--- config.mk ---
export PLATFORM = sky130hd
export DESIGN_NAME = udma_rx_desc_seq
export DESIGN_NICKNAME = d
export VERILOG_FILES = /design/src/rtl/udma_rx_desc_seq.sv
export SDC_FILE = /design/constraint.sdc
export NUM_CORES = 1
export LEC_CHECK = 0
export CORE_MARGIN = 5
export CORE_UTILIZATION = 38
export CTS_CLUSTER_SIZE = 12
export DETAILED_ROUTE_END_ITERATION = 7
export DONT_BUFFER_PORTS = 1
export PLACE_DENSITY = 0.6
export SYNTH_ARGS = -nofsm -noshare
export SYNTH_HDL_FRONTEND = slang
export SYNTH_SLANG_ARGS = --single-unit
--- constraint.sdc ---
create_clock -name clk_i -period 3.9 [get_ports clk_i]
set_clock_uncertainty 0.1 [all_clocks]
set_input_delay 0.39 -clock clk_i [delete_from_list [all_inputs] [get_ports clk_i]]
set_output_delay 0.39 -clock clk_i [all_outputs]
set_load 0.02 [all_outputs]
--- src/rtl/udma_rx_desc_seq.sv ---
// udma_rx_desc_seq: descriptor-queue sequencer that drives the cfg bus of a
// uDMA RX channel. (address, size) descriptors are queued in a small FIFO.
// The channel's CFG register is polled, and the next descriptor is written
// (SADDR, SIZE, CFG enable) whenever the channel's pending slot is free.
// An abort (clr_i) flushes the queue and writes the channel clear bit.
//
// Optional feature: define UDMA_RX_DESC_SEQ_TIMEOUT_EN to count polls that
// return pending = 1. After TIMEOUT_POLLS such polls the sticky err_o is
// raised, the queue is flushed and the channel is cleared. Without the macro
// the block polls forever and err_o is tied low.

module udma_rx_desc_seq #(
    parameter int L2_AWIDTH_NOAL = 12,
    parameter int TRANS_SIZE     = 16,
    parameter int FIFO_DEPTH     = 4,
    parameter int POLL_GAP       = 8,
    parameter int TIMEOUT_POLLS  = 1024
) (
    input  logic                          clk_i,
    input  logic                          rst_ni,
    input  logic                          desc_valid_i,
    output logic                          desc_ready_o,
    input  logic [L2_AWIDTH_NOAL-1:0]     desc_addr_i,
    input  logic [TRANS_SIZE-1:0]         desc_size_i,
    input  logic                          continuous_i,
    input  logic                          clr_i,
    output logic [31:0]                   cfg_data_o,
    output logic [4:0]                    cfg_addr_o,
    output logic                          cfg_valid_o,
    output logic                          cfg_rwn_o,
    input  logic [31:0]                   cfg_data_i,
    input  logic                          cfg_ready_i,
    output logic                          busy_o,
    output logic [$clog2(FIFO_DEPTH):0]   fifo_count_o,
    output logic                          prog_evt_o,
    output logic                          err_o
);

    localparam int PW = $clog2(FIFO_DEPTH);
    localparam int CW = PW + 1;
    localparam int GW = $clog2(POLL_GAP + 1);

    localparam logic [4:0] ADDR_SADDR = 5'h00;
    localparam logic [4:0] ADDR_SIZE  = 5'h01;
    localparam logic [4:0] ADDR_CFG   = 5'h02;

    typedef enum logic [2:0] {
        IDLE,
        POLL,
        GAP,
        WR_SADDR,
        WR_SIZE,
        WR_CFG,
        WR_CLR
    } state_e;

    state_e                    state_q;
    logic [L2_AWIDTH_NOAL-1:0] addr_mem_q [FIFO_DEPTH];
    logic [TRANS_SIZE-1:0]     size_mem_q [FIFO_DEPTH];
    logic [PW-1:0]             wptr_q;
    logic [PW-1:0]             rptr_q;
    logic [CW-1:0]             count_q;
    logic [CW-1:0]             count_d;
    logic                      clr_pend_q;
    logic [GW-1:0]             gap_cnt_q;

    logic                      cfg_valid_q;
    logic [4:0]                cfg_addr_q;
    logic                      cfg_rwn_q;
    logic [31:0]               cfg_data_q;
    logic                      prog_evt_q;

    logic                      full;
    logic                      empty;
    logic                      push;
    logic                      pop;
    logic                      cfg_done;
    logic                      poll_pending;
    logic                      timeout_hit;
    logic                      clr_req;
    logic                      clr_now;
    logic                      flush;

    logic                      req_rwn_d;
    logic [4:0]                req_addr_d;
    logic [31:0]               req_data_d;

    logic                      unused_cfg_data;

    // Only the pending bit of the CFG readback matters to the sequencer.
    assign unused_cfg_data = ^{cfg_data_i[31:6], cfg_data_i[4:0]};

    assign full         = (count_q == CW'(FIFO_DEPTH));
    assign empty        = (count_q == '0);
    assign cfg_done     = cfg_valid_q & cfg_ready_i;
    assign poll_pending = (state_q == POLL) & cfg_done & cfg_data_i[5];

    // A flush request comes from an external abort or from a poll timeout;
    // clr_now also covers a flush that is already waiting for WR_CLR.
    assign clr_req      = clr_i | timeout_hit;
    assign clr_now      = clr_pend_q | clr_req;
    assign flush        = clr_req;

    assign desc_ready_o = ~full & ~clr_now;
    assign push         = desc_valid_i & desc_ready_o;
    assign pop          = (state_q == WR_CFG) & cfg_done & ~clr_now & ~empty;

    assign cfg_valid_o  = cfg_valid_q;
    assign cfg_addr_o   = cfg_addr_q;
    assign cfg_rwn_o    = cfg_rwn_q;
    assign cfg_data_o   = cfg_data_q;
    assign prog_evt_o   = prog_evt_q;
    assign fifo_count_o = count_q;
    assign busy_o       = (state_q != IDLE) | ~empty;

`ifdef UDMA_RX_DESC_SEQ_TIMEOUT_EN
    localparam int PCW = $clog2(TIMEOUT_POLLS + 1);

    logic [PCW-1:0] poll_cnt_q;
    logic           err_q;

    assign timeout_hit = poll_pending & (poll_cnt_q == PCW'(TIMEOUT_POLLS - 1));
    assign err_o       = err_q;

    // Count consecutive busy polls; restart when a descriptor gets programmed
    // and raise the sticky error once the limit is reached.
    always_ff @(posedge clk_i) begin
        if (!rst_ni) begin
            poll_cnt_q <= '0;
            err_q      <= 1'b0;
        end else begin
            if (clr_i) begin
                poll_cnt_q <= '0;
                err_q      <= 1'b0;
            end else if (timeout_hit) begin
                poll_cnt_q <= '0;
            end else if (poll_pending) begin
                poll_cnt_q <= poll_cnt_q + PCW'(1);
            end else if ((state_q == POLL) && cfg_done && !clr_now) begin
                poll_cnt_q <= '0;
            end
            if (timeout_hit) begin
                err_q <= 1'b1;
            end
        end
    end
`else
    assign timeout_hit = 1'b0;
    assign err_o       = 1'b0;
`endif

    // Next occupancy of the descriptor FIFO; a push and a pop cancel out.
    always_comb begin
        count_d = count_q;
        case ({push, pop})
            2'b10:   count_d = count_q + CW'(1);
            2'b01:   count_d = count_q - CW'(1);
            default: count_d = count_q;
        endcase
    end

    // FIFO pointers and occupancy, with a flush that empties the queue at once.
    always_ff @(posedge clk_i) begin
        if (!rst_ni) begin
            wptr_q  <= '0;
            rptr_q  <= '0;
            count_q <= '0;
        end else if (flush) begin
            wptr_q  <= '0;
            rptr_q  <= '0;
            count_q <= '0;
        end else begin
            if (push) begin
                wptr_q <= wptr_q + PW'(1);
            end
            if (pop) begin
                rptr_q <= rptr_q + PW'(1);
            end
            count_q <= count_d;
        end
    end

    // Descriptor storage; contents are don't-care until written by a push.
    always_ff @(posedge clk_i) begin
        if (push) begin
            addr_mem_q[wptr_q] <= desc_addr_i;
            size_mem_q[wptr_q] <= desc_size_i;
        end
    end

    // Bus request that the current state would issue (GAP prepares the poll).
    always_comb begin
        req_rwn_d  = 1'b0;
        req_addr_d = ADDR_SADDR;
        req_data_d = 32'h0;
        case (state_q)
            POLL, GAP: begin
                req_rwn_d  = 1'b1;
                req_addr_d = ADDR_CFG;
            end
            WR_SADDR: begin
                req_addr_d = ADDR_SADDR;
                req_data_d = 32'(addr_mem_q[rptr_q]);
            end
            WR_SIZE: begin
                req_addr_d = ADDR_SIZE;
                req_data_d = 32'(size_mem_q[rptr_q]);
            end
            WR_CFG: begin
                req_addr_d = ADDR_CFG;
                req_data_d = {26'h0, 1'b0, 1'b1, 3'b000, continuous_i};
            end
            WR_CLR: begin
                req_addr_d = ADDR_CFG;
                req_data_d = 32'h20;
            end
            default: begin
                req_rwn_d  = 1'b0;
                req_addr_d = ADDR_SADDR;
                req_data_d = 32'h0;
            end
        endcase
    end

    // Sequencer FSM with registered cfg bus outputs. A request is raised one
    // cycle after entering its state and held stable until the slave accepts;
    // a pending flush redirects to WR_CLR at the next transaction boundary.
    always_ff @(posedge clk_i) begin
        if (!rst_ni) begin
            state_q     <= IDLE;
            cfg_valid_q <= 1'b0;
            cfg_addr_q  <= '0;
            cfg_rwn_q   <= 1'b0;
            cfg_data_q  <= '0;
            prog_evt_q  <= 1'b0;
            gap_cnt_q   <= '0;
            clr_pend_q  <= 1'b0;
        end else begin
            prog_evt_q <= 1'b0;
            if (cfg_done) begin
                cfg_valid_q <= 1'b0;
            end
            if (clr_req) begin
                clr_pend_q <= 1'b1;
            end

            case (state_q)
                IDLE: begin
                    if (clr_now) begin
                        state_q <= WR_CLR;
                    end else if (!empty) begin
                        state_q <= POLL;
                    end
                end

                POLL: begin
                    if (!cfg_valid_q) begin
                        if (clr_now) begin
                            state_q <= WR_CLR;
                        end else begin
                            cfg_valid_q <= 1'b1;
                            cfg_rwn_q   <= req_rwn_d;
                            cfg_addr_q  <= req_addr_d;
                            cfg_data_q  <= req_data_d;
                        end
                    end else if (cfg_ready_i) begin
                        if (clr_now) begin
                            state_q <= WR_CLR;
                        end else if (!cfg_data_i[5]) begin
                            state_q <= WR_SADDR;
                        end else begin
                            gap_cnt_q <= GW'(POLL_GAP);
                            state_q   <= GAP;
                        end
                    end
                end

                GAP: begin
                    if (clr_now) begin
                        state_q <= WR_CLR;
                    end else if (gap_cnt_q <= GW'(1)) begin
                        gap_cnt_q   <= '0;
                        state_q     <= POLL;
                        cfg_valid_q <= 1'b1;
                        cfg_rwn_q   <= req_rwn_d;
                        cfg_addr_q  <= req_addr_d;
                        cfg_data_q  <= req_data_d;
                    end else begin
                        gap_cnt_q <= gap_cnt_q - GW'(1);
                    end
                end

                WR_SADDR, WR_SIZE, WR_CFG: begin
                    if (!cfg_valid_q) begin
                        if (clr_now) begin
                            state_q <= WR_CLR;
                        end else begin
                            cfg_valid_q <= 1'b1;
                            cfg_rwn_q   <= req_rwn_d;
                            cfg_addr_q  <= req_addr_d;
                            cfg_data_q  <= req_data_d;
                        end
                    end else if (cfg_ready_i) begin
                        if (state_q == WR_CFG) begin
                            prog_evt_q <= 1'b1;
                        end
                        if (clr_now) begin
                            state_q <= WR_CLR;
                        end else if (state_q == WR_SADDR) begin
                            state_q <= WR_SIZE;
                        end else if (state_q == WR_SIZE) begin
                            state_q <= WR_CFG;
                        end else begin
                            state_q <= IDLE;
                        end
                    end
                end

                WR_CLR: begin
                    if (!cfg_valid_q) begin
                        cfg_valid_q <= 1'b1;
                        cfg_rwn_q   <= req_rwn_d;
                        cfg_addr_q  <= req_addr_d;
                        cfg_data_q  <= req_data_d;
                    end else if (cfg_ready_i) begin
                        if (!clr_req) begin
                            clr_pend_q <= 1'b0;
                        end
                        state_q <= IDLE;
                    end
                end

                default: begin
                    state_q <= IDLE;
                end
            endcase
        end
    end

endmodule
=== Word level (Yosys, flattened, before mapping) ===
Memory sizes are Yosys's and may differ from the RTL's. A register that Yosys moved wholly into a read port is not among the register bits.
Cells that the tools add are included.

* Bits in registers: 55
* RAM bits: 112
* Input bits: 66
* Output and inout port bits: 46
* Word-level logic and storage cells: 135
* Memories: 2

* Add/sub/neg operators: 5
* $lt $le $gt $ge: 1
* Equality and inequality tests: 24
* Mux-type cells: 65
* Bitwise logic cells: 12
* Reduce and logical (&&, ||, !) cells: 15

{| class="wikitable"
|+ Memory list
! memory !! depth !! width !! rd ports !! clocked after memory_dff !! wr ports !! RTL line !! RTL
|-
| size_mem_q || 4 || 16 || 1 || 1 || 1 || 59 || <nowiki>logic [TRANS_SIZE-1:0] size_mem_q [FIFO_DEPTH];</nowiki>
|-
| addr_mem_q || 4 || 12 || 1 || 1 || 1 || 58 || <nowiki>logic [L2_AWIDTH_NOAL-1:0] addr_mem_q [FIFO_DEPTH];</nowiki>
|}

{| class="wikitable"
|+ Operators with widths
! cell !! count
|-
| $mux W32 || 5
|-
| $pmux W32 S3 || 1
|-
| $pmux W16 S4 || 1
|-
| $mux W3 || 15
|-
| $mux W5 || 5
|-
| $mux W4 || 6
|-
| $ne A2 B2 Y1 const B || 11
|-
| $mux W1 || 21
|-
| $reduce_and A6 Y1 || 3
|-
| $pmux W3 S5 || 1
|-
| $pmux W5 S3 || 1
|-
| $eq A3 B3 Y1 const B || 4
|-
| $ne A3 B3 Y1 const B || 4
|-
| $mux W2 || 4
|-
| $pmux W4 S2 || 1
|-
| $reduce_or A4 Y1 || 2
|-
| $and A1 B1 Y1 || 6
|-
| $eq A3 B2 Y1 const B || 2
|-
| $logic_not A3 Y1 || 2
|-
| $pmux W1 S3 || 2
|-
| $pmux W3 S2 || 1
|-
| $reduce_bool A3 Y1 || 2
|-
| $add A2 B1 Y2 const B || 2
|-
| $le A4 B1 Y1 const B || 1
|-
| other kinds (13) || 19
|}

=== Longest topological paths before layout ===
* Depth after elaboration: 7
* Gate-level depth with buffers: 11

=== Least setup slack after synthesis ===
Ideal clock, no wire load.

* Path kind: in2reg
* From: in clr_i
* To: reg count_q[2] (netlist: fifo_count_o[2])
* Library setup time: 0.070 ns
* Arrival: 2.495 ns
* Setup slack: 1.235 ns
* Stages: 11
* Path buffers: 1
* Cells stage by stage: or2_1 buf_2 a31oi_1 and2_1 inv_1 ha_1 inv_1 fa_1 xor2_1 or3_1 a21oi_1

* Word-level cells in the longest chain between the ends: 6

{| class="wikitable"
|+ RTL lines
! what !! RTL line !! RTL
|-
| start: declaration || 26 || <nowiki>input logic clr_i,</nowiki>
|-
| $or A1 B1 Y1 (*) || 101 || <nowiki>assign clr_now = clr_pend_q | clr_req;</nowiki>
|-
| $not A1 Y1 (*) || 104 || <nowiki>assign desc_ready_o = ~full & ~clr_now;</nowiki>
|-
| $and A1 B1 Y1 (*) || 104 ||
|-
| named net desc_ready_o || 22 || <nowiki>output logic desc_ready_o,</nowiki>
|-
| $and A1 B1 Y1 (*) || 105 || <nowiki>assign push = desc_valid_i & desc_ready_o;</nowiki>
|-
| $eq A2 B1 Y1 or $eq A2 B2 Y1 (tied branches) || 155 || <nowiki>case ({push, pop})</nowiki>
|-
| $pmux W3 S2 or $reduce_bool A2 Y1 (tied branches) || -- ||
|-
| end signal: assignment || 179 || <nowiki>count_q <= count_d;</nowiki>
|-
| end: declaration || 62 || <nowiki>logic [CW-1:0] count_q;</nowiki>
|}

The timed path passes the listed nets; every way through them passes the cells marked *.
A chain may end at the register's enable or synchronous reset.

=== Worst setup path in the final report ===
* From: reg state_q[2]
* To: reg count_q[2] (netlist: fifo_count_o[2])

* Word-level cells in the longest chain between the ends: 6

{| class="wikitable"
|+ RTL lines
! what !! RTL line !! RTL
|-
| start: declaration || 57 || <nowiki>state_e state_q;</nowiki>
|-
| start signal: assignment || 230 || <nowiki>state_q <= IDLE;</nowiki>
|-
| start signal: assignment || 250 || <nowiki>state_q <= WR_CLR;</nowiki>
|-
| start signal: assignment || 252 || <nowiki>state_q <= POLL;</nowiki>
|-
| $eq A3 B3 Y1 (*) || 106 || <nowiki>assign pop = (state_q == WR_CFG) & cfg_done & ~clr_now & ~empty;</nowiki>
|-
| $and A1 B1 Y1 (*) (3 in series) || 106 ||
|-
| named net pop || 76 || <nowiki>logic pop;</nowiki>
|-
| $eq A2 B1 Y1 or $eq A2 B2 Y1 (tied branches) || 155 ||
|-
| $pmux W3 S2 or $reduce_bool A2 Y1 (tied branches) || -- ||
|}

Marks and branches as above.

==> results.yml <==
setup_path:
  critPathMaxStageDelay_ps: 760
  cp-end-kind: "flop"
  arrival_ps: 3100
  startpoint: "state_q[2]$_SDFFE_PN0P_"
  crit_type: "reg2reg"
  crit_fanout: 19
  endpoint: "fifo_count_o[2]$_SDFFE_PP0P_"
  critical_path_required_ps: 4150
  critPathSlowestCell: "dfxtp_1"
  worstSetupStartpointType: "flop"
  path_cells: "and3b_1, and4_1, ha_1, inv_1, fa_1, xor2_1, or3_1, a21oi_1"
  reg2regPathDepth: 8
  reg2reg_from: "state_q[2]$_SDFFE_PN0P_"
  r2r-end: "fifo_count_o[2]$_SDFFE_PP0P_"
  r2r_slack_ps: 1050
routing:
  drtIter0Drc: 199
  final_antenna_net_count: 0
  wl_per_cell_um: 18.4
  avgViaCountPerCell: 5.10
  drc: 0
  via_count: 3429
  dr.pass1.iters: 4
  wirelength_um: 12400
logic_synthesis:
  seq_area_frac_synth: 0.659
  yosys.area.top_type: "edfxtp_1"
  ys_seq_elements: 150
  yosys.cell_count.top_type: "edfxtp_1"
  synth_edf_count: 112
  async_flop_share: 0
  synth_cells: 404
  ys_types: 62
  syn_area_per_cell_um2: 15.5
  synth.area.top_cells: "edfxtp_1, dfxtp_1, mux4_2"
  netlist_area_um2: 6250
  synthTopCellsByCount: "edfxtp_1, dfxtp_1, mux2i_1"
  synth_ff_type: "edfxtp_1"
  yosys.area.top_type_share: 0.538
  synth_warnings: 0
grt:
  grt_pass1_wl_um: 19500
  antenna_found_initial: 1
  track_usage: 0.132
  met2_usage: 0.210
  use_met1: 0.167
  top_usage_layer: "met2"
  grtUsageMet3: 0.0515
  grt-ovfl-total: 0
  grt_max_degree: 29
  grt_pass1_vias: 3451
floorplan:
  dieHeight_um: 138
  die_width_um: 138
  die_area_um2: 19100
  start_util: 0.383
  num_io_pins: 112
  num_rows: 47
  core_area_um2: 16300
clock_tree:
  cts.hold.buffers_added: 30
  tritoncts: "done"
  cts_setup_buffers: 0
  htree_levels: 4
  worstSkewPairLatency_ps: 420
  clock-sinks: 150
  ctsResizeCount: 0
  root_buffer: "clkbuf_16"
  path_clk_slew_ps: 60
  numCtsBuffers: 17
  cts_buffer_depth: 2
final_layout:
  area_delta_synth_final_pct: 16.3
  drive_gt1_frac: 0.162
  final_nets: 512
  fillers: 1477
worst_hold_path:
  hold_path_class: "in2reg"
  hp-start: "rst_ni"
status:
  status: "finished clean"
timing:
  hold_viol: 0
  finalWorstSetupSlack_ps: 1050
  fmax_mhz: 351
  worst_pin_slew_ps: 856
  fin_crit_sh: 0.731
  tns_ps: 0
  setup_viol: 0
  post-route-min-period_ps: 2850
  slew_headroom: 0.429
  final_max_slew_viol_count: 0
  rsz0062_at_grt: "false"
pwr:
  p_per_area_nw_per_um2: 512
  total_power_mw: 3.72
  leakagePower_nw: 2.35
  irDropWorstVdd_mv: 0.416
place:
  place.gp.congestion: 0.840
  dpl.hpwl_um: 7570
  io_buffers: 0
  pre_cts_ws_ps: 1060
job:
  cap_violations: 0
## layout make-up
cell class | count | area [µm²] | area share
clock buffer | 18 | 429 | 0.0590
inverter | 9 | 33.8 | 0.00464
tap | 220 | 275 | 0.0378
sequential | 150 | 4130 | 0.567
antenna | 1 | 2.50 | 0.000344
clock inverter | 14 | 165 | 0.0227
multi-input combinational | 222 | 1880 | 0.259
timing repair buffer | 38 | 360 | 0.0495
## stage by stage
stage,utilization,instances,hold slack [ps],cell area (µm²)
final,0.445,672,22.7,7270
after global routing,0.445,672,13.6,7270
after CTS,0.445,671,2.15,7270
after detailed placement,0.390,609,389,6380
after global placement,0.390,609,389,6380
after floorplan,-,423,369,6330
## sequential cells by signal, summed over array words and instances, names as in the netlist, 2 cells and up, named ones only
| register | cells |
|---|---|
| size_mem_q | 64 |
| wptr_q | 2 |
| rptr_q | 2 |
| cfg_addr_o | 2 |
| cfg_data_o | 16 |
| gap_cnt_q | 4 |
| state_q | 3 |
| fifo_count_o | 3 |
| addr_mem_q | 48 |
## critical path: cells and delay by family (launching register included)
family                     cells  cell delay, ps
AOI/OAI and AO/OA              1             140
adders and majority gates      2             580
and+or+nand+nor                3             970
xor gates and xnor gates       1             180
buffers and inverters          1              60
DFF                            1             760
## where the power goes
part           switching (mW)  total, mW  leakage, nW  internal (mW)
clock network           0.666       1.63        0.278          0.959
logic                   0.168      0.276        0.748          0.108
registers              0.0718       1.82         1.32           1.75
## layout by cell type (no fill, tap or decap), types with 16 or more instances in the layout
cell type	count
clkbuf_16	17
dlygate4sd3_1	30
dfxtp_1	37
mux2i_1	25
mux4_2	17
a21oi_1	17
nor2_1	16
conb_1	20
edfxtp_1	112
## logic make-up (layout without fill, tap and decap cells)
family                     after synthesis  after routing  synth area share
xor gates and xnor gates                 6              6           0.00840
and+or+nand+nor                         68             68            0.0640
muxes                                   42             42             0.101
buffers and inverters                   51             79            0.0512
DFF                                    150            150             0.659
other                                    1             21          0.000600
AOI/OAI and AO/OA                       78             78            0.0980
adders and majority gates                8              8            0.0172
## metal layers
metal  routed length (µm)  vias to the layer above
met5                    0                        -
met4                  116                        0
met3                  927                       12
met2                 5720                      125
met1                 5590                     1702
li1                     -                     1590
## worst min path at each step
stage,endpoint,slack (ps),cells after the start
detailed placement,addr_mem_q[3][6]$_DFFE_PP_,390,0
finish,cfg_valid_o$_SDFF_PN0_,20,1
global placement,addr_mem_q[2][6]$_DFFE_PP_,390,0
global route,cfg_rwn_o$_SDFFE_PN0P_,10,1
floorplan,wptr_q[1]$_SDFFE_PP0P_,370,2
CTS,cfg_valid_o$_SDFF_PN0_,2,1
No activity file was read; power rests on OpenSTA's default activity.
